--- src/rtl/lcd_frame_driver.sv ---
// HD44780-style 8-bit character LCD driver with a 2 x COLS frame buffer.
// Runs the power-on init sequence, then streams the buffer to the panel whenever it is
// dirty or a refresh is requested. Every bus byte occupies SLOT clocks with a real E strobe.
module lcd_frame_driver #(
    parameter int unsigned COLS     = 16,
    parameter int unsigned AW       = 6,
    parameter int unsigned SLOT     = 4,
    parameter int unsigned PWR_WAIT = 70,
    parameter int unsigned CMD_WAIT = 30,
    parameter int unsigned CLR_WAIT = 40
) (
    input  logic          clk,
    input  logic          rst,
    input  logic          wr_en,
    input  logic [AW-1:0] wr_addr,
    input  logic [7:0]    wr_data,
    input  logic          refresh_req,
    output logic          busy,
    output logic          frame_done,
    output logic          LCD_E,
    output logic          LCD_RS,
    output logic          LCD_RW,
    output logic [7:0]    LCD_DATA
);

    localparam int unsigned DEPTH   = 2 * COLS;
    localparam int unsigned CMD_LEN = SLOT + CMD_WAIT;
    localparam int unsigned CLR_LEN = SLOT + CLR_WAIT;
    localparam int unsigned CMAX1   = (PWR_WAIT > CMD_LEN) ? PWR_WAIT : CMD_LEN;
    localparam int unsigned CMAX    = (CMAX1 > CLR_LEN) ? CMAX1 : CLR_LEN;
    localparam int unsigned CW      = $clog2(CMAX + 1);
    // idx also walks the four init commands, so it needs at least two bits
    localparam int unsigned IW      = ($clog2(COLS) > 2) ? $clog2(COLS) : 2;

    localparam logic [CW-1:0] PWR_LAST  = CW'(PWR_WAIT - 1);
    localparam logic [CW-1:0] CMD_LAST  = CW'(CMD_LEN - 1);
    localparam logic [CW-1:0] CLR_LAST  = CW'(CLR_LEN - 1);
    localparam logic [CW-1:0] SLOT_LAST = CW'(SLOT - 1);
    localparam logic [CW-1:0] E_LAST    = CW'(SLOT - 2);
    localparam logic [IW-1:0] COL_LAST  = IW'(COLS - 1);
    localparam logic [IW-1:0] INIT_LAST = IW'(3);
    localparam logic [AW:0]   DEPTH_W   = (AW + 1)'(DEPTH);

    typedef enum logic [2:0] {
        StPwr,
        StInit,
        StIdle,
        StAddr1,
        StLine1,
        StAddr2,
        StLine2
    } state_e;

    state_e          state_q, state_d;
    logic [CW-1:0]   cnt_q, cnt_d;
    logic [IW-1:0]   idx_q, idx_d;
    logic            dirty_q, dirty_d;
    logic            booted_q, booted_d;
    logic            fd_q, fd_d;
    logic            e_q, e_d;
    logic            rs_q, rs_d;
    logic [7:0]      data_q, data_d;
    logic [7:0]      char_q [DEPTH];

    logic            wr_valid;
    logic            dirty_clr;
    logic            slot_end;
    logic            in_slot;
    logic [AW-1:0]   rd_addr;
    logic [7:0]      rd_char;

    function automatic logic [7:0] init_cmd(input logic [1:0] i);
        logic [7:0] c;
        case (i)
            2'd0:    c = 8'h38;
            2'd1:    c = 8'h0C;
            2'd2:    c = 8'h06;
            default: c = 8'h01;
        endcase
        return c;
    endfunction

    assign wr_valid = wr_en && ({1'b0, wr_addr} < DEPTH_W);
    assign slot_end = (cnt_q == SLOT_LAST);

    // Sequencer: power wait, init commands with their waits, then frame byte slots.
    always_comb begin
        state_d   = state_q;
        cnt_d     = cnt_q;
        idx_d     = idx_q;
        fd_d      = 1'b0;
        dirty_clr = 1'b0;
        case (state_q)
            StPwr: begin
                if (cnt_q == PWR_LAST) begin
                    state_d = StInit;
                    cnt_d   = '0;
                    idx_d   = '0;
                end else begin
                    cnt_d = cnt_q + CW'(1);
                end
            end
            StInit: begin
                // Clear display (last command) needs the longer settle time
                if (cnt_q == ((idx_q == INIT_LAST) ? CLR_LAST : CMD_LAST)) begin
                    cnt_d = '0;
                    if (idx_q == INIT_LAST) begin
                        state_d = StIdle;
                    end else begin
                        idx_d = idx_q + IW'(1);
                    end
                end else begin
                    cnt_d = cnt_q + CW'(1);
                end
            end
            StIdle: begin
                if (dirty_q || refresh_req) begin
                    state_d   = StAddr1;
                    cnt_d     = '0;
                    idx_d     = '0;
                    dirty_clr = 1'b1;
                end
            end
            StAddr1: begin
                if (slot_end) begin
                    state_d = StLine1;
                    cnt_d   = '0;
                    idx_d   = '0;
                end else begin
                    cnt_d = cnt_q + CW'(1);
                end
            end
            StLine1: begin
                if (slot_end) begin
                    cnt_d = '0;
                    if (idx_q == COL_LAST) begin
                        state_d = StAddr2;
                    end else begin
                        idx_d = idx_q + IW'(1);
                    end
                end else begin
                    cnt_d = cnt_q + CW'(1);
                end
            end
            StAddr2: begin
                if (slot_end) begin
                    state_d = StLine2;
                    cnt_d   = '0;
                    idx_d   = '0;
                end else begin
                    cnt_d = cnt_q + CW'(1);
                end
            end
            StLine2: begin
                if (slot_end) begin
                    cnt_d = '0;
                    if (idx_q == COL_LAST) begin
                        state_d = StIdle;
                        fd_d    = 1'b1;
                    end else begin
                        idx_d = idx_q + IW'(1);
                    end
                end else begin
                    cnt_d = cnt_q + CW'(1);
                end
            end
            default: begin
                state_d = StPwr;
                cnt_d   = '0;
                idx_d   = '0;
            end
        endcase
    end

    // Dirty tracking: a valid write wins over the clear taken when a frame starts.
    always_comb begin
        dirty_d  = dirty_q;
        if (dirty_clr) begin
            dirty_d = 1'b0;
        end
        if (wr_valid) begin
            dirty_d = 1'b1;
        end
        booted_d = booted_q | fd_d;
    end

    // Buffer read port, addressed by the byte that the next cycle will launch.
    always_comb begin
        rd_addr = AW'(idx_d);
        if (state_d == StLine2) begin
            rd_addr = AW'(COLS) + AW'(idx_d);
        end
        rd_char = 8'h20;
        for (int i = 0; i < DEPTH; i++) begin
            if (rd_addr == AW'(i)) begin
                rd_char = char_q[i];
            end
        end
    end

    // Bus outputs are registered from next-state so E, RS and DATA change cleanly on edges.
    always_comb begin
        e_d     = 1'b0;
        rs_d    = rs_q;
        data_d  = data_q;
        in_slot = (state_d != StPwr) && (state_d != StIdle) && (cnt_d <= SLOT_LAST);
        if (in_slot && (cnt_d != '0) && (cnt_d <= E_LAST)) begin
            e_d = 1'b1;
        end
        if (in_slot && (cnt_d == '0)) begin
            case (state_d)
                StInit: begin
                    rs_d   = 1'b0;
                    data_d = init_cmd(idx_d[1:0]);
                end
                StAddr1: begin
                    rs_d   = 1'b0;
                    data_d = 8'h80;
                end
                StAddr2: begin
                    rs_d   = 1'b0;
                    data_d = 8'hC0;
                end
                default: begin
                    rs_d   = 1'b1;
                    data_d = rd_char;
                end
            endcase
        end
    end

    // Control and bus registers.
    always_ff @(posedge clk or negedge rst) begin
        if (!rst) begin
            state_q  <= StPwr;
            cnt_q    <= '0;
            idx_q    <= '0;
            dirty_q  <= 1'b1;
            booted_q <= 1'b0;
            fd_q     <= 1'b0;
            e_q      <= 1'b0;
            rs_q     <= 1'b0;
            data_q   <= 8'h00;
        end else begin
            state_q  <= state_d;
            cnt_q    <= cnt_d;
            idx_q    <= idx_d;
            dirty_q  <= dirty_d;
            booted_q <= booted_d;
            fd_q     <= fd_d;
            e_q      <= e_d;
            rs_q     <= rs_d;
            data_q   <= data_d;
        end
    end

    // Character buffer; every entry returns to a space on reset.
    always_ff @(posedge clk or negedge rst) begin
        if (!rst) begin
            for (int i = 0; i < DEPTH; i++) begin
                char_q[i] <= 8'h20;
            end
        end else begin
            for (int i = 0; i < DEPTH; i++) begin
                if (wr_valid && (wr_addr == AW'(i))) begin
                    char_q[i] <= wr_data;
                end
            end
        end
    end

    // Busy stays up through the first frame after init, then only while a frame runs.
    assign busy       = (state_q != StIdle) || !booted_q;
    assign frame_done = fd_q;
    assign LCD_E      = e_q;
    assign LCD_RS     = rs_q;
    assign LCD_RW     = 1'b0;
    assign LCD_DATA   = data_q;

endmodule

--- config.mk ---
export PLATFORM = sky130hd
export DESIGN_NAME = lcd_frame_driver
export DESIGN_NICKNAME = d
export VERILOG_FILES = /design/src/rtl/lcd_frame_driver.sv
export SDC_FILE = /design/constraint.sdc
export NUM_CORES = 1
export LEC_CHECK = 0
export ABC_AREA = 1
export CAP_MARGIN = 40
export CORE_MARGIN = 8
export CORE_UTILIZATION = 30
export CTS_BUF_LIST = sky130_fd_sc_hd__clkbuf_16
export CTS_CLUSTER_DIAMETER = 60
export DETAILED_ROUTE_END_ITERATION = 16
export GPL_TIMING_DRIVEN = 1
export MAX_ROUTING_LAYER = met4
export PLACE_DENSITY = 0.47
export SYNTH_ARGS = -nofsm -noshare
export SYNTH_HDL_FRONTEND = slang
export SYNTH_SLANG_ARGS = --single-unit
--- constraint.sdc ---
create_clock -name clk -period 10.5 [get_ports clk]
set_input_delay 1.05 -clock clk [delete_from_list [all_inputs] [get_ports clk]]
set_output_delay 1.05 -clock clk [all_outputs]
set_load 0.02 [all_outputs]
==> Word-level counts from Yosys, hierarchy flattened <==
Cells that the tools add are included.
{ "classes": {"add_sub_neg": 3, "multipliers": 0, "div": 0, "magnitude_cmp": 3, "n_eq_ne": 81, "shift": 0, "mux": 69, "bitwise_logic": 1, "n_reduce_logical": 53} }
{ "ops": {"columns": ["cell", "n"], "rows": [
  ["$mux 8", 32],
  ["$eq 6x5->1 const B", 32],
  ["$eq 6x4->1 const B", 16],
  ["$eq 6x3->1 const B", 8],
  ["$logic_and 1x1->1", 38],
  ["$mux 4", 8],
  ["$mux 3", 10],
  ["$mux 7", 4],
  ["$pmux 7 s4", 1],
  ["$eq 6x2->1 const B", 4],
  ["$pmux 8 s3", 1],
  ["$pmux 3 s7", 1],
  ["$pmux 4 s5", 1],
  ["$pmux 6 s3", 1],
  ["$eq 3x3->1 const B", 5],
  ["$le 7x2->1 const B", 2],
  ["$eq 6x1->1 const B", 2],
  ["$logic_not 6->1", 2],
  ["$eq 3x2->1 const B", 3],
  ["$mux 1", 9],
  ["$add 7x1->7 const B", 1],
  ["$eq 7x2->1 const B", 1],
  ["$eq 7x6->1", 1],
  ["$eq 7x7->1 const B", 1],
  ["22 further kinds", 26]
]} }
{ "totals": {"register_bits": 283, "latchBits": 0, "ramBits": 0, "romBits": 0, "input_bits": 18, "out_inout_bits": 13, "wordCells": 251, "memories": 0} }

==> Depth between registers and ports, before layout <==
Gate-level depths: netlist (run 1).
{ "depth": {"ltp_word": 41, "depth_mapped": 46, "ltp_nobuf": 46} }

==> Worst setup path before layout (run 1) <==
Ideal clock, no wire load.
{ "synth_timing": {"path_kind": "input to register", "start": "input refresh_req", "end": "register data_q[5] (netlist: LCD_DATA[5])", "setup_ps": 123, "t_arrival_ps": 4189, "required_ps": 10377, "setup_slack_ps": 6188, "cell_stages": 41, "path_buffers": 0, "path_cell_list": "nor2_1 nand2_2 nand2_2 nor2_2 o21ai_0 or2_2 ha_1 a21oi_1 nand4_1 nand3_1 nand3_1 nand3_1 nand2_1 nand2_1 nand2_1 nand3_1 nand2_1 nand3_1 (+5 left out) nand3_1 nand2_1 nand3_1 nand3_1 nand3_1 nand2_1 nand3_1 nand3_1 nand3_1 nand2_1 nand3_1 nand3_1 nand3_1 nand2_1 nand2_1 nand2_1 nand2_1 a21boi_1"} }
{ "synth_via": {"elab_chain_len": 39, "elab_cells_between_ends": 89, "classes_between": "1 x add/sub; 1 x order compare; 38 x eq/ne; 41 x mux; 8 x reduce/logical"} }
{ "synth_lines": {"columns": ["element", "line_no", "rtl"], "rows": [
  ["from (decl)", "17", "input logic refresh_req,"],
  ["$logic_or 1x1->1 *", "117", "if (dirty_q || refresh_req) begin"],
  ["$mux 4 *", "117", null],
  ["$pmux 4 s5 *", "93", "case (state_q)"],
  ["named net idx_d[0]", "56", "logic [IW-1:0] idx_q, idx_d;"],
  ["$add 5x4->6", "191", "rd_addr = AW'(COLS) + AW'(idx_d);"],
  ["$mux 6", "190", "if (state_d == StLine2) begin"],
  ["$logic_not 6->1", "195", "if (rd_addr == AW'(i)) begin"],
  ["$mux 8 (32 in series)", "195", null],
  ["$pmux 8 s3 *", "211", "case (state_d)"],
  ["to (signal assigned)", "253", "data_q <= data_d;"],
  ["to (decl)", "62", "logic [7:0] data_q, data_d;"]
]} }
Mark *: on every way through the listed nets, which the timed path passes. The rest lies on a longest branch.
A chain may end at the register's enable or synchronous reset.

==> Worst setup path in the final report (run 1) <==
{ "layout_timing": {"start": "register cnt_q[0]", "end": "register data_q[4] (netlist: LCD_DATA[4])"} }
{ "layout_via": {"elab_chain_len": 39, "elab_cells_between_ends": 103, "classes_between": "2 x add/sub; 1 x order compare; 41 x eq/ne; 52 x mux; 7 x reduce/logical"} }
{ "layout_lines": {"columns": ["element", "line_no", "rtl"], "rows": [
  ["from (decl)", "55", "logic [CW-1:0] cnt_q, cnt_d;"],
  ["from (signal assigned)", "246", "cnt_q <= cnt_d;"],
  ["$eq 7x2->1, or another cell as far along", "84", "assign slot_end = (cnt_q == SLOT_LAST);"],
  ["$mux 4, or another cell as far along", "134", "if (slot_end) begin"],
  ["$pmux 4 s5 or $pmux 3 s7 (tied branches)", "93", null],
  ["$add 5x4->6 or $eq 3x3->1 (tied branches)", "191, 190", null],
  ["$mux 6", "190", null],
  ["$logic_not 6->1", "195", null],
  ["$mux 8 (32 in series)", "195", null],
  ["$pmux 8 s3", "211", null]
]} }
Several ways; a longest one is shown, not always the timed one.

==> summary by stage, run 1 <==
Outcome
The run finished with clean final reports.

Clock network
The master cell of the clock root buffer is sky130_fd_sc_hd__clkbuf_16. Clock-pin slew was measured on the worst setup and hold paths at 0.06 ns. Counting along the longest clock path gives a buffer depth of 3. The clock insertion delay at the later pin of the skew report is 0.54 ns. Clock tree synthesis inserted a total of 35 buffers.

Once the clock tree was built, the resizer swapped 0 gates to a different size. The H-tree depth is 2. The number of buffers inserted for hold repair after clock tree synthesis is 0. TritonCTS built the clock tree. The clock sink total is 283.

The number of post-CTS setup repair buffers is 0.

Yosys
Counting every net in the synthesized netlist gives 1,798. The fraction of registers with async set or reset after synthesis is 1.00. The flip-flop cell with the highest count after synthesis is sky130_fd_sc_hd__dfrtp_1.

The number of enable flip-flop cells after synthesis is 0. The number of warnings issued by yosys is 0. The number of flip-flops and latches in the synthesized netlist is 283.

Of the synthesized area, sequential elements account for 0.510. The post-synthesis cell count is 1,772. Yosys mapped the design onto 43 distinct sky130hd cell types. The cell area after technology mapping is 0.0140 mm^2. The mean instance size in the synthesized netlist is 7.88 um^2.

Setup path
The element type at the critical path end is a flip-flop. The worst setup path is launched from a flip-flop. The worst endpoint required time is 10.90 ns. In this run the worst path has a maximum fanout of 14. The arrival time at the worst endpoint is 6.02 ns. The most numerous cell type found on the critical path is sky130_fd_sc_hd__nand3_1. The largest stage delay on the critical path is 0.58 ns. The critical-path cell with the highest stage delay is sky130_fd_sc_hd__ha_1.

The startpoint-to-endpoint class of the critical path is flip-flop to flip-flop.

Die
Measured along the y axis, the die boundary spans 232 um. From left edge to right edge, the die measures 232 um. The floorplan has 79 rows. The die covers 0.0537 mm^2. In this run the count of I/O pins placed on the die edge is 31. After floorplanning, the core was sized to cover 0.0463 mm^2.

The starting density of the core is 0.302.

Placement
Buffers placed on the I/O ports in this run total 29. The area after detailed placement is 0.0148 mm^2. The HPWL after detailed placement is 26,800 um. The weighted congestion reported at the end of routability-driven placement is 0.875.

Final layout
The utilization after layout is 0.344. The area taken by flip-flops and latches is 0.00712 mm^2. Summing all multi-input logic gate instances after layout gives 0.00608 mm^2.

In the final layout, the share of cells above drive strength 1 is 0.116. The total non-filler cell area in the finished layout is 0.0159 mm^2. After the last flow step, the layout net total stands at 1,799. The area growth from synthesis to layout is 14.0%. After filler insertion, the fill cell instance count of the layout stands at 4,904. The top cell types in the final layout, fill and taps aside, are sky130_fd_sc_hd__nand2_1, sky130_fd_sc_hd__o21ai_0, sky130_fd_sc_hd__dfrtp_1. Leaving out fill and tap cells, the most frequent cell in the layout is sky130_fd_sc_hd__nand2_1. The repair_antennas step left the layout with diodes totalling 0.

Timing
Setup repair after global routing left no endpoint under its margin. The post-route minimum period is 5.63 ns. The max-slew violation count is 0.

The final number of setup-violating endpoints is 0. For the final routed database, the setup TNS stands at 0 ns. Final hold analysis gives a worst-case slack of 0.461 ns. Between clock sinks in the finished design, the worst skew comes to 0.0214 ns.

At the pin with the least slew margin, the transition time is 0.814 ns. The headroom to the max-slew limit is 0.455. The part of the cycle the worst path needs is 0.536. The total count of hold-check failures in the final report is 0.

The timing-limited maximum frequency is 178 MHz.

Route
The routed layout has 11,441 vias. The DRC marker count from the first detailed-route iteration is 916. Dividing the detail-routed via count by the number of cells gives 4.76.

The final routed wirelength across all metal layers is 39,100 um. The DRC violation count after routing is 0. The post-detailed-route count of antenna-violating nets is 0. The iteration count of the initial detailed-routing pass is 5. After detailed routing, the average wire length per cell comes to 16.3 um.

Min path
The type of the most critical hold path is flip-flop to flip-flop.

Power
Summed over all cells, the static leakage comes to 7.34 nW. Power spread over the standard cell area amounts to 204 mW/mm^2. The maximum ir drop on the vdd rail is 0.0998 mV.

GRT
The global router's overall resource usage is 0.151. The number of antenna violations at the first check in global routing is 0. The via count of the first global-routing pass is 11,354. The global routing stage identified its most utilized layer as met2. For this run the aggregate overflow at the end of global routing stands at 0. The first global-routing pass estimated 63,700 um of wire. Entering global routing, the biggest net connects 99 pins. For this run, global-route usage on met3 was measured as 0.0213. In the global route stage, met1 resource usage came out at 0.209. The met2 routing resource usage after global routing is 0.227.

Run
The number of max-capacitance violations reported is 0.
[logic make-up after synthesis]
family	after synthesis	synth area share
AOI/OAI and AO/OA	330	0.122
buffers and inverters	192	0.0549
xor gates and xnor gates	6	0.00376
adders and majority gates	8	0.00717
other	1	0.000269
DFF	283	0.510
and+or+nand+nor	952	0.302
[layer usage]
metal	up-vias	wire [um]
met5	-	0
met4	0	856
met3	65	1330
met2	182	17200
met1	5426	19700
li1	5768	-
[metrics by stage]
step	worst slack [ns]	power, W	cells
after floorplan	6.19	0.00186	1772
after global placement	4.41	0.00211	2337
after detailed placement	4.35	0.00212	2343
after CTS	4.84	0.00329	2403
after global routing	4.20	0.00345	2403
final	4.87	0.00324	2403
[synthesized netlist by cell type (2+ instances only)]
cell type	count	area [um^2]
sky130_fd_sc_hd__nand2_2	7	43.8
sky130_fd_sc_hd__nor3_1	5	25.0
sky130_fd_sc_hd__nor4_1	2	12.5
sky130_fd_sc_hd__clkbuf_1	63	236
sky130_fd_sc_hd__dfstp_2	33	867
sky130_fd_sc_hd__or2_1	7	43.8
sky130_fd_sc_hd__dfrtp_1	250	6260
sky130_fd_sc_hd__a21oi_1	46	230
sky130_fd_sc_hd__nand4_1	29	181
sky130_fd_sc_hd__buf_1	2	7.51
sky130_fd_sc_hd__inv_1	98	368
sky130_fd_sc_hd__nor2_4	6	67.6
sky130_fd_sc_hd__or2_0	2	12.5
sky130_fd_sc_hd__nand2_4	3	33.8
sky130_fd_sc_hd__xor2_1	5	43.8
sky130_fd_sc_hd__o22ai_1	4	25.0
sky130_fd_sc_hd__buf_4	6	45.0
sky130_fd_sc_hd__a21boi_1	6	45.0
sky130_fd_sc_hd__nand2_1	550	2060
sky130_fd_sc_hd__a22oi_1	3	22.5
sky130_fd_sc_hd__nand3_1	148	741
sky130_fd_sc_hd__nand3_4	3	52.6
sky130_fd_sc_hd__or2_2	74	463
sky130_fd_sc_hd__nor2_1	109	409
sky130_fd_sc_hd__nor2_2	5	31.3
sky130_fd_sc_hd__inv_2	11	41.3
sky130_fd_sc_hd__buf_2	10	50.1
sky130_fd_sc_hd__o21ai_1	6	30.0
sky130_fd_sc_hd__o21ai_0	258	1290
sky130_fd_sc_hd__ha_1	8	100
[power by group]
group,leakage [nW],switching [W],internal [W]
sequential,3.66,0.000105,0.00126
combinational,3.13,0.000455,0.000266
clock,0.553,0.000469,0.000680
[state kept, by name, indices dropped and copies added (netlist names)]
register and count:
cnt_q 7, LCD_DATA 8, frame_done 1, LCD_E 1, booted_q 1, LCD_RS 1, char_q 256, state_q 3
dirty_q 1, idx_q 4
[critical path, delay by kind of cell (launching register included)]
family	cells	cell delay, ns
and+or+nand+nor	35	3.26
DFF	1	0.47
buffers and inverters	1	0.07
AOI/OAI and AO/OA	5	0.82
adders and majority gates	2	0.85
[final timing paths]
| kind | end | from | cells after the start | slack, ns |
|---|---|---|---|---|
| max | LCD_DATA[4] | cnt_q[0] | 43 | 4.87 |
| max in group asynchronous | char_q[9] | rst | 4 | 8.03 |
| max reg2reg | LCD_DATA[4] | cnt_q[0] | 43 | 4.87 |
| min in group asynchronous | char_q[132] | rst | 1 | 0.52 |
| min reg2reg | dirty_q | dirty_q | 2 | 0.46 |
| min | dirty_q | dirty_q | 2 | 0.46 |
[cell type report]
type / instances / share of cell area
sequential: 283 / 0.448
multi-input combinational: 1297 / 0.382
clock buffer: 37 / 0.0582
tap: 607 / 0.0477
timing repair buffer: 47 / 0.0292
inverter: 109 / 0.0257
clock inverter: 23 / 0.00936
(Power assumes the default switching activity.)
==> inputs of run 2 (changes only) <==
==> constraint.sdc (replaced) <==
create_clock -name clk -period 5.34 [get_ports clk]
set_input_delay 0.534 -clock clk [delete_from_list [all_inputs] [get_ports clk]]
set_output_delay 0.534 -clock clk [all_outputs]
set_load 0.02 [all_outputs]
==> run 2 against run 1 <==
  * Routed wire length increased by 0.98%
  * Final cell count increased by 2.7%
  * Non-clock buffer count increased by 59
  * Via count increased by 2.1%
  * Register-to-register slack got worse by 4.4 ns
  * Critical endpoint is now LCD_DATA[2]
  * Largest cell class unchanged
  * Sequential power increased by 96%
  * Combinational power increased by 120%
==> summary by stage, run 2 (synthesis gave the netlist of run 1 again) <==
Timing
Setup repair after global routing could not meet its margin everywhere. The slew of the pin with the lowest slew margin is 0.945 ns (+0.131 ns). The final setup skew is 0.0126 ns (-0.00883 ns). The final number of setup-violating endpoints came to 0 (unchanged). The total count of hold-check failures in the final report is 0 (unchanged). The headroom to the max-slew limit is 0.370 (-0.0851). The post-route minimum period was 4.90 ns (-0.727 ns). The timing-limited maximum frequency is 204 MHz (+15%). The max-slew violation count came to 0 (unchanged). The part of the cycle the worst path needs came to 0.917 (+0.382). The sum of negative setup slack was 0 ns (unchanged).

Clock network
The total CTS buffers is 38 (+8.6%). TritonCTS built the clock tree. The clock transition at the registers of the reported paths is 0.05 ns (about the same). The master cell of the clock root buffer is sky130_fd_sc_hd__clkbuf_16.

The number of buffers inserted for hold repair after clock tree synthesis came to 0 (unchanged). The H-tree depth is 2 (unchanged). The clock insertion delay at the later pin of the skew report was 0.54 ns (about the same).

The clock sink total is 283 (unchanged). The maximum count of clock buffers along a single path is 3 (unchanged).

Power
The net load switching power came to 0.00211 W (+100%). The share of power burned in combinational logic was 0.236 (+0.013). The internal cell power is 0.00465 W (+110%). The relative contribution of the clock network to total power was 0.368 (+0.013). The share of total power in sequential cells is 0.397 (-0.026). The static leakage is 7.75 nW (+5.7%). The power density normalized to cell area was 405 mW/mm^2 (+99%). The maximum ir drop on the vdd rail is 0.199 mV (+99%). The share of total power consumed by net switching is 0.312 (-0.00587).

Final layout
The number of flip-flops under the largest register name is 256 (unchanged). The net count of the finished layout is 1,861 (+3.4%). The utilization after layout is 0.361 (+0.0167). The antenna diode count was 0 (unchanged). The area growth from synthesis to layout is 19.5%. Leaving out fill and tap cells, the most frequent cell in the layout is sky130_fd_sc_hd__nand2_1.

The fraction of final layout cells sized beyond drive strength 1 is 0.165 (+0.0496). The library cells used most frequently in the layout, excluding fill and tap cells, are sky130_fd_sc_hd__nand2_1, sky130_fd_sc_hd__o21ai_0, sky130_fd_sc_hd__dfrtp_1. Counting flops per register, the top entry is char_q.

Setup path
The element type at the critical path end is a flip-flop. The largest stage delay on the critical path was 0.39 ns (-0.19 ns). The logic depth of the worst register-to-register path came to 41 (-4.7%). The critical-path cell with the highest stage delay is sky130_fd_sc_hd__dfrtp_2. The register-to-register setup slack was 0.44 ns (-4.43 ns).

The worst setup path is launched from a flip-flop. The critical path in this run is classified as flip-flop to flip-flop. The buffering stage count on the worst path with inverters included is 6 (+5). In this run the critical register-to-register path is captured at LCD_DATA[2].

Broken down by cell family, the worst path's largest delay share belongs to simple AND/OR/NAND/NOR gates. Among the stages of the critical path, the cell type that occurs most often is sky130_fd_sc_hd__nand3_1. The worst endpoint required time is 5.76 ns (-5.14 ns). The maximum fanout along the worst path is 12 (-2).

In this run the critical register-to-register path is launched from cnt_q[0]. The arrival time at the worst endpoint came to 5.32 ns (-0.70 ns).

Route
The DRC marker count from the first detailed-route iteration is 974 (+6.3%). The vias per cell was 4.73 (-0.62%). The final routed wirelength across all metal layers is 39,500 um (+0.98%). The via total after detailed routing is 11,682 (+2.1%). The DRC violation count after routing is 0 (unchanged). The routed length per placed instance is 16.0 um (-1.7%). The iteration count of the initial detailed-routing pass is 7 (+2). The post-detailed-route count of antenna-violating nets came to 0 (unchanged).

GRT
The first-pass GRT wire length is 65,100 um (+2.1%). The leftover overflow at the end of global routing is 0 (unchanged). The via count of the first global-routing pass came to 11,607 (+2.2%). The maximum number of pins on one net before global-route repair came to 131 (+32%). The global router's overall resource usage is 0.153 (+0.00234). The number of antenna violations at the first check in global routing was 0 (unchanged).

Die
The boundary pin count is 31 (unchanged). The starting density of the core is 0.302 (unchanged). The die footprint is 0.0537 mm^2 (unchanged). The core box area is 0.0463 mm^2 (unchanged). The horizontal die dimension is 232 um (unchanged). The total number of placement rows is 79 (unchanged). The vertical die dimension was 232 um (unchanged).

Run
The number of max-capacitance violations reported came to 0 (unchanged).

Placement
The quantity of I/O buffers inserted on ports was 29 (unchanged). The weighted congestion reported at the end of routability-driven placement was 0.872 (-0.26%). The HPWL after detailed placement was 27,000 um (+0.50%).

Outcome
The flow ran to the end, and the final reports show no timing, DRC or antenna violations.

Min path
The type of the most critical hold path is input port to asynchronous set/reset pin.
[run 2: worst max-delay path by stage]
| stage | start | endpoint | slack (ns) | cells after the start |
|---|---|---|---|---|
| detailed placement | refresh_req | LCD_DATA[2] | 0.1 | 42 |
| finish | cnt_q[0] | LCD_DATA[2] | 0.44 | 41 |
| CTS | idx_q[1] | LCD_DATA[2] | 0.20 | 41 |
| global placement | refresh_req | LCD_DATA[2] | 0.12 | 42 |
| global route | cnt_q[1] | LCD_DATA[4] | -0.07 | 44 |
| floorplan | cnt_q[0] | LCD_DATA[5] | 1.21 | 43 |
[run 2: through the flow]
step	area, um^2	power, W	hold WS, ns	setup WS [ns]	cells
floorplan	14000	0.00365	0.238	1.21	1772
global placement	15100	0.00423	0.450	0.122	2386
detailed placement	15200	0.00425	0.454	0.0968	2391
CTS	16400	0.00678	0.0875	0.195	2458
global route	16700	0.00719	0.0878	-0.0747	2469
finish	16700	0.00676	0.0225	0.441	2469
[run 2: final cells by class]
| class | count | area [um^2] |
|---|---|---|
| Clock inverter | 26 | 198 |
| Fill cell | 4911 | 29600 |
| Multi-Input combinational cell | 1297 | 6240 |
| Timing Repair Buffer | 106 | 930 |
| Tap cell | 607 | 759 |
| Clock buffer | 41 | 1030 |
| Sequential cell | 283 | 7130 |
| Inverter | 109 | 412 |
[run 2: routing by layer]
metal	vias to the layer above	GRT usage	wire [um]
met4	0	0.0508	1030
met5	-	-	0
met3	61	0.0214	1410
met1	5539	0.209	19500
li1	5886	-	-
met2	196	0.232	17600
[run 2: timing repair]
item                       CTS  global route
buffers inserted             0            11
resized for setup            0            44
setup endpoints to repair    0             8
[run 2: power by group through the flow]
stage          registers [W]  logic [W]  clock network, W
2_1_floorplan        0.00270   0.000954                 0
3_3_place_gp         0.00271    0.00152                 0
5_1_grt              0.00272    0.00183           0.00264
4_1_cts              0.00268    0.00154           0.00256
3_5_place_dp         0.00271    0.00154                 0
6_report             0.00268    0.00159           0.00248
==> inputs of run 3 (changes only) <==
--- a/config.mk
+++ b/config.mk
@@ -7,14 +7,16 @@
 export LEC_CHECK = 0
 export ABC_AREA = 1
 export CAP_MARGIN = 40
+export CELL_PAD_IN_SITES_DETAIL_PLACEMENT = 0
+export CELL_PAD_IN_SITES_GLOBAL_PLACEMENT = 1
 export CORE_MARGIN = 8
 export CORE_UTILIZATION = 30
 export CTS_BUF_LIST = sky130_fd_sc_hd__clkbuf_16
-export CTS_CLUSTER_DIAMETER = 60
+export CTS_CLUSTER_DIAMETER = 30
 export DETAILED_ROUTE_END_ITERATION = 16
 export GPL_TIMING_DRIVEN = 1
 export MAX_ROUTING_LAYER = met4
-export PLACE_DENSITY = 0.47
+export PLACE_DENSITY = 0.58
 export SYNTH_ARGS = -nofsm -noshare
 export SYNTH_HDL_FRONTEND = slang
 export SYNTH_SLANG_ARGS = --single-unit
==> run 3 against run 2 <==
  * Worst setup slack worse by 0.044 ns
  * Total power up 35%
  * Clock-buffer cell count up 42
  * Final cell count is 3.8% higher
  * Critical path depth increased by 4
  * Critical path type unchanged
  * Sequential power is essentially flat
  * Clock power up 90%
  * First-iteration DRC count fell by 13%
  * Hold slack gained 0.056 ns
  * Register-to-register slack worse by 0.04 ns
  * Clock skew grew 0.012 ns
  * Non-clock buffer count increased by 14
==> summary by stage, run 3 (synthesis gave the netlist of run 1 again) <==
Final layout
The area growth from synthesis to layout is 31.3%. The total non-filler cell area in the finished layout came to 0.0183 mm^2 (+9.8%). The most common cell after layout, fill and taps aside is sky130_fd_sc_hd__nand2_1. The most flop-heavy register is char_q. The net count of the finished layout is 1,919 (+3.1%).

The number of flip-flops under the largest register name was 256 (unchanged). The utilization after layout is 0.396 (+0.0355). The count of placed standard cells in the final layout, fillers left out is 2,563 (+3.8%). The antenna diode count is 0 (unchanged). The fraction of final layout cells sized beyond drive strength 1 is 0.203 (+0.0381). In the layout the commonest cells are sky130_fd_sc_hd__nand2_1, sky130_fd_sc_hd__o21ai_0, sky130_fd_sc_hd__dfrtp_1.

Placement
The quantity of I/O buffers inserted on ports is 29 (unchanged). The area after detailed placement is 0.0153 mm^2 (+0.28%). The number of placed instances, taps included is 2,399 (+0.33%). The HPWL after detailed placement was 28,400 um (+5.4%). The weighted congestion reported at the end of routability-driven placement is 0.878 (+0.70%).

GRT
The maximum number of pins on one net before global-route repair is 127 (-3.1%). The leftover overflow at the end of global routing was 0 (unchanged). The global router's overall resource usage is 0.164 (+0.0105).

The via count of the first global-routing pass is 12,239 (+5.4%). The number of antenna violations at the first check in global routing came to 0 (unchanged). The first-pass GRT wire length is 68,300 um (+4.9%).

Timing
The total count of hold-check failures in the final report is 0 (unchanged). The final number of setup-violating endpoints is 0 (unchanged). The timing-limited maximum frequency is 202 MHz (-0.89%). The final setup skew is 0.0246 ns (+0.0120 ns). The part of the cycle the worst path needs is 0.926 (+0.00822). The max-slew violation count came to 0 (unchanged). The post-route minimum period is 4.94 ns (+0.0439 ns). Setup repair after global routing could not meet its margin everywhere. The slew of the pin with the lowest slew margin was 1.01 ns (+0.0689 ns). The headroom to the max-slew limit came to 0.324 (-0.0459).

Route
The DRC marker count from the first detailed-route iteration is 852 (-13%). The via total after detailed routing was 12,083 (+3.4%). The vias per cell is 4.71 (-0.36%). The DRC violation count after routing is 0 (unchanged). The routed length per placed instance was 16.5 um (+3.3%). The post-detailed-route count of antenna-violating nets is 0 (unchanged).

The final routed wirelength across all metal layers was 42,400 um (+7.3%). The iteration count of the initial detailed-routing pass came to 5 (-2).

Setup path
The register-to-register setup slack is 0.40 ns (-0.04 ns). The maximum fanout along the worst path was 5 (-7). The kind of launch point of the worst setup path is a flip-flop.

The worst endpoint required time is 5.80 ns (+0.04 ns). For this design, the slowest cell found on the critical path is sky130_fd_sc_hd__dfrtp_1. The arrival time at the worst endpoint was 5.41 ns (+0.09 ns).

The worst register-to-register path ends at LCD_DATA[1]. Counting stages on the worst path, the most repeated cell is sky130_fd_sc_hd__nand3_1. The total number of cells along the worst setup path came to 45 (+9.8%). The critical path ends at LCD_DATA[1]. On the critical path the largest part of the delay comes from simple AND/OR/NAND/NOR gates. The worst flop-to-flop path startpoint is cnt_q[0]. The largest stage delay on the critical path is 0.40 ns (about the same).

The launch point of the worst path is cnt_q[0]. The logic depth of the worst register-to-register path is 45 (+9.8%). STA classifies the critical path endpoint as a flip-flop.

The buffering stage count on the worst path with inverters included is 4 (-2). The startpoint-to-endpoint class of the critical path is flip-flop to flip-flop.

Die
The starting density of the core is 0.302 (unchanged). The boundary pin count is 31 (unchanged). The horizontal die dimension was 232 um (unchanged). The vertical die dimension came to 232 um (unchanged). The die footprint is 0.0537 mm^2 (unchanged).

The core box area was 0.0463 mm^2 (unchanged). The total number of placement rows is 79 (unchanged).

Power
The power consumption is 0.00909 W (+35%). The power density normalized to cell area is 496 mW/mm^2 (+23%). The maximum ir drop on the vdd rail is 0.256 mV (+29%). The static leakage is 8.56 nW (+10%).

Clock network
TritonCTS built the clock tree. The master cell of the clock root buffer is sky130_fd_sc_hd__clkbuf_16. The clock insertion delay at the later pin of the skew report was 0.58 ns (+0.04 ns). The clock sink total is 283 (unchanged).

The clock transition at the registers of the reported paths came to 0.04 ns (about the same). The number of buffers inserted for hold repair after clock tree synthesis is 0 (unchanged). The H-tree depth is 3 (+1). The total CTS buffers is 82 (+120%).

The maximum count of clock buffers along a single path is 3 (unchanged).

Min path
The type of the most critical hold path is input port to asynchronous set/reset pin.

Outcome
The run finished with clean final reports.

Run
The number of max-capacitance violations reported is 0 (unchanged).
-- run 3: metrics by stage --
step,setup WS (ns),setup TNS (ns),hold slack [ns]
after CTS,0.156,0,0.127
after global routing,-0.0990,-0.434,0.171
after global placement,0.0902,0,0.453
after floorplan,1.21,0,0.238
after detailed placement,0.0552,0,0.463
final,0.397,0,0.0788
-- run 3: worst min-delay path by stage --
stage / start / to / slack [ns] / cells after the start
6_report: rst / char_q[148] / 0.08 / 1
5_1_grt: rst / char_q[132] / 0.17 / 1
2_1_floorplan: rst / LCD_DATA[0] / 0.24 / 0
3_3_place_gp: booted_q / booted_q / 0.45 / 1
3_5_place_dp: booted_q / booted_q / 0.46 / 1
4_1_cts: rst / char_q[148] / 0.13 / 1
-- run 3: power by group --
part	switching (W)	total, W	leakage, nW	internal, W
registers	0.000201	0.00270	3.66	0.00249
clock network	0.00137	0.00471	1.37	0.00334
logic	0.000987	0.00169	3.53	0.000698
-- run 3: layout make-up --
type / count / area, um^2
clock buffers: 83 / 2080
clock inverters: 64 / 607
fillers: 4792 / 27900
inverters: 109 / 414
multi-input cells: 1297 / 6280
flip-flops and latches: 283 / 7120
well taps: 607 / 759
repair buffers: 120 / 1070
-- run 3: what timing repair did --
action | CTS | global route
hold endpoints to repair | 0 | 0
endpoints found under the setup margin | 0 | 8
gates resized for setup | 0 | 57
setup buffers | 0 | 16
-- run 3: metal layers --
layer,share of wire,track usage,up-vias
met3,0.041,0.0344,74
met1,0.49,0.219,5723
met2,0.44,0.241,235
met5,0,-,-
li1,-,-,6051
met4,0.025,0.0633,0
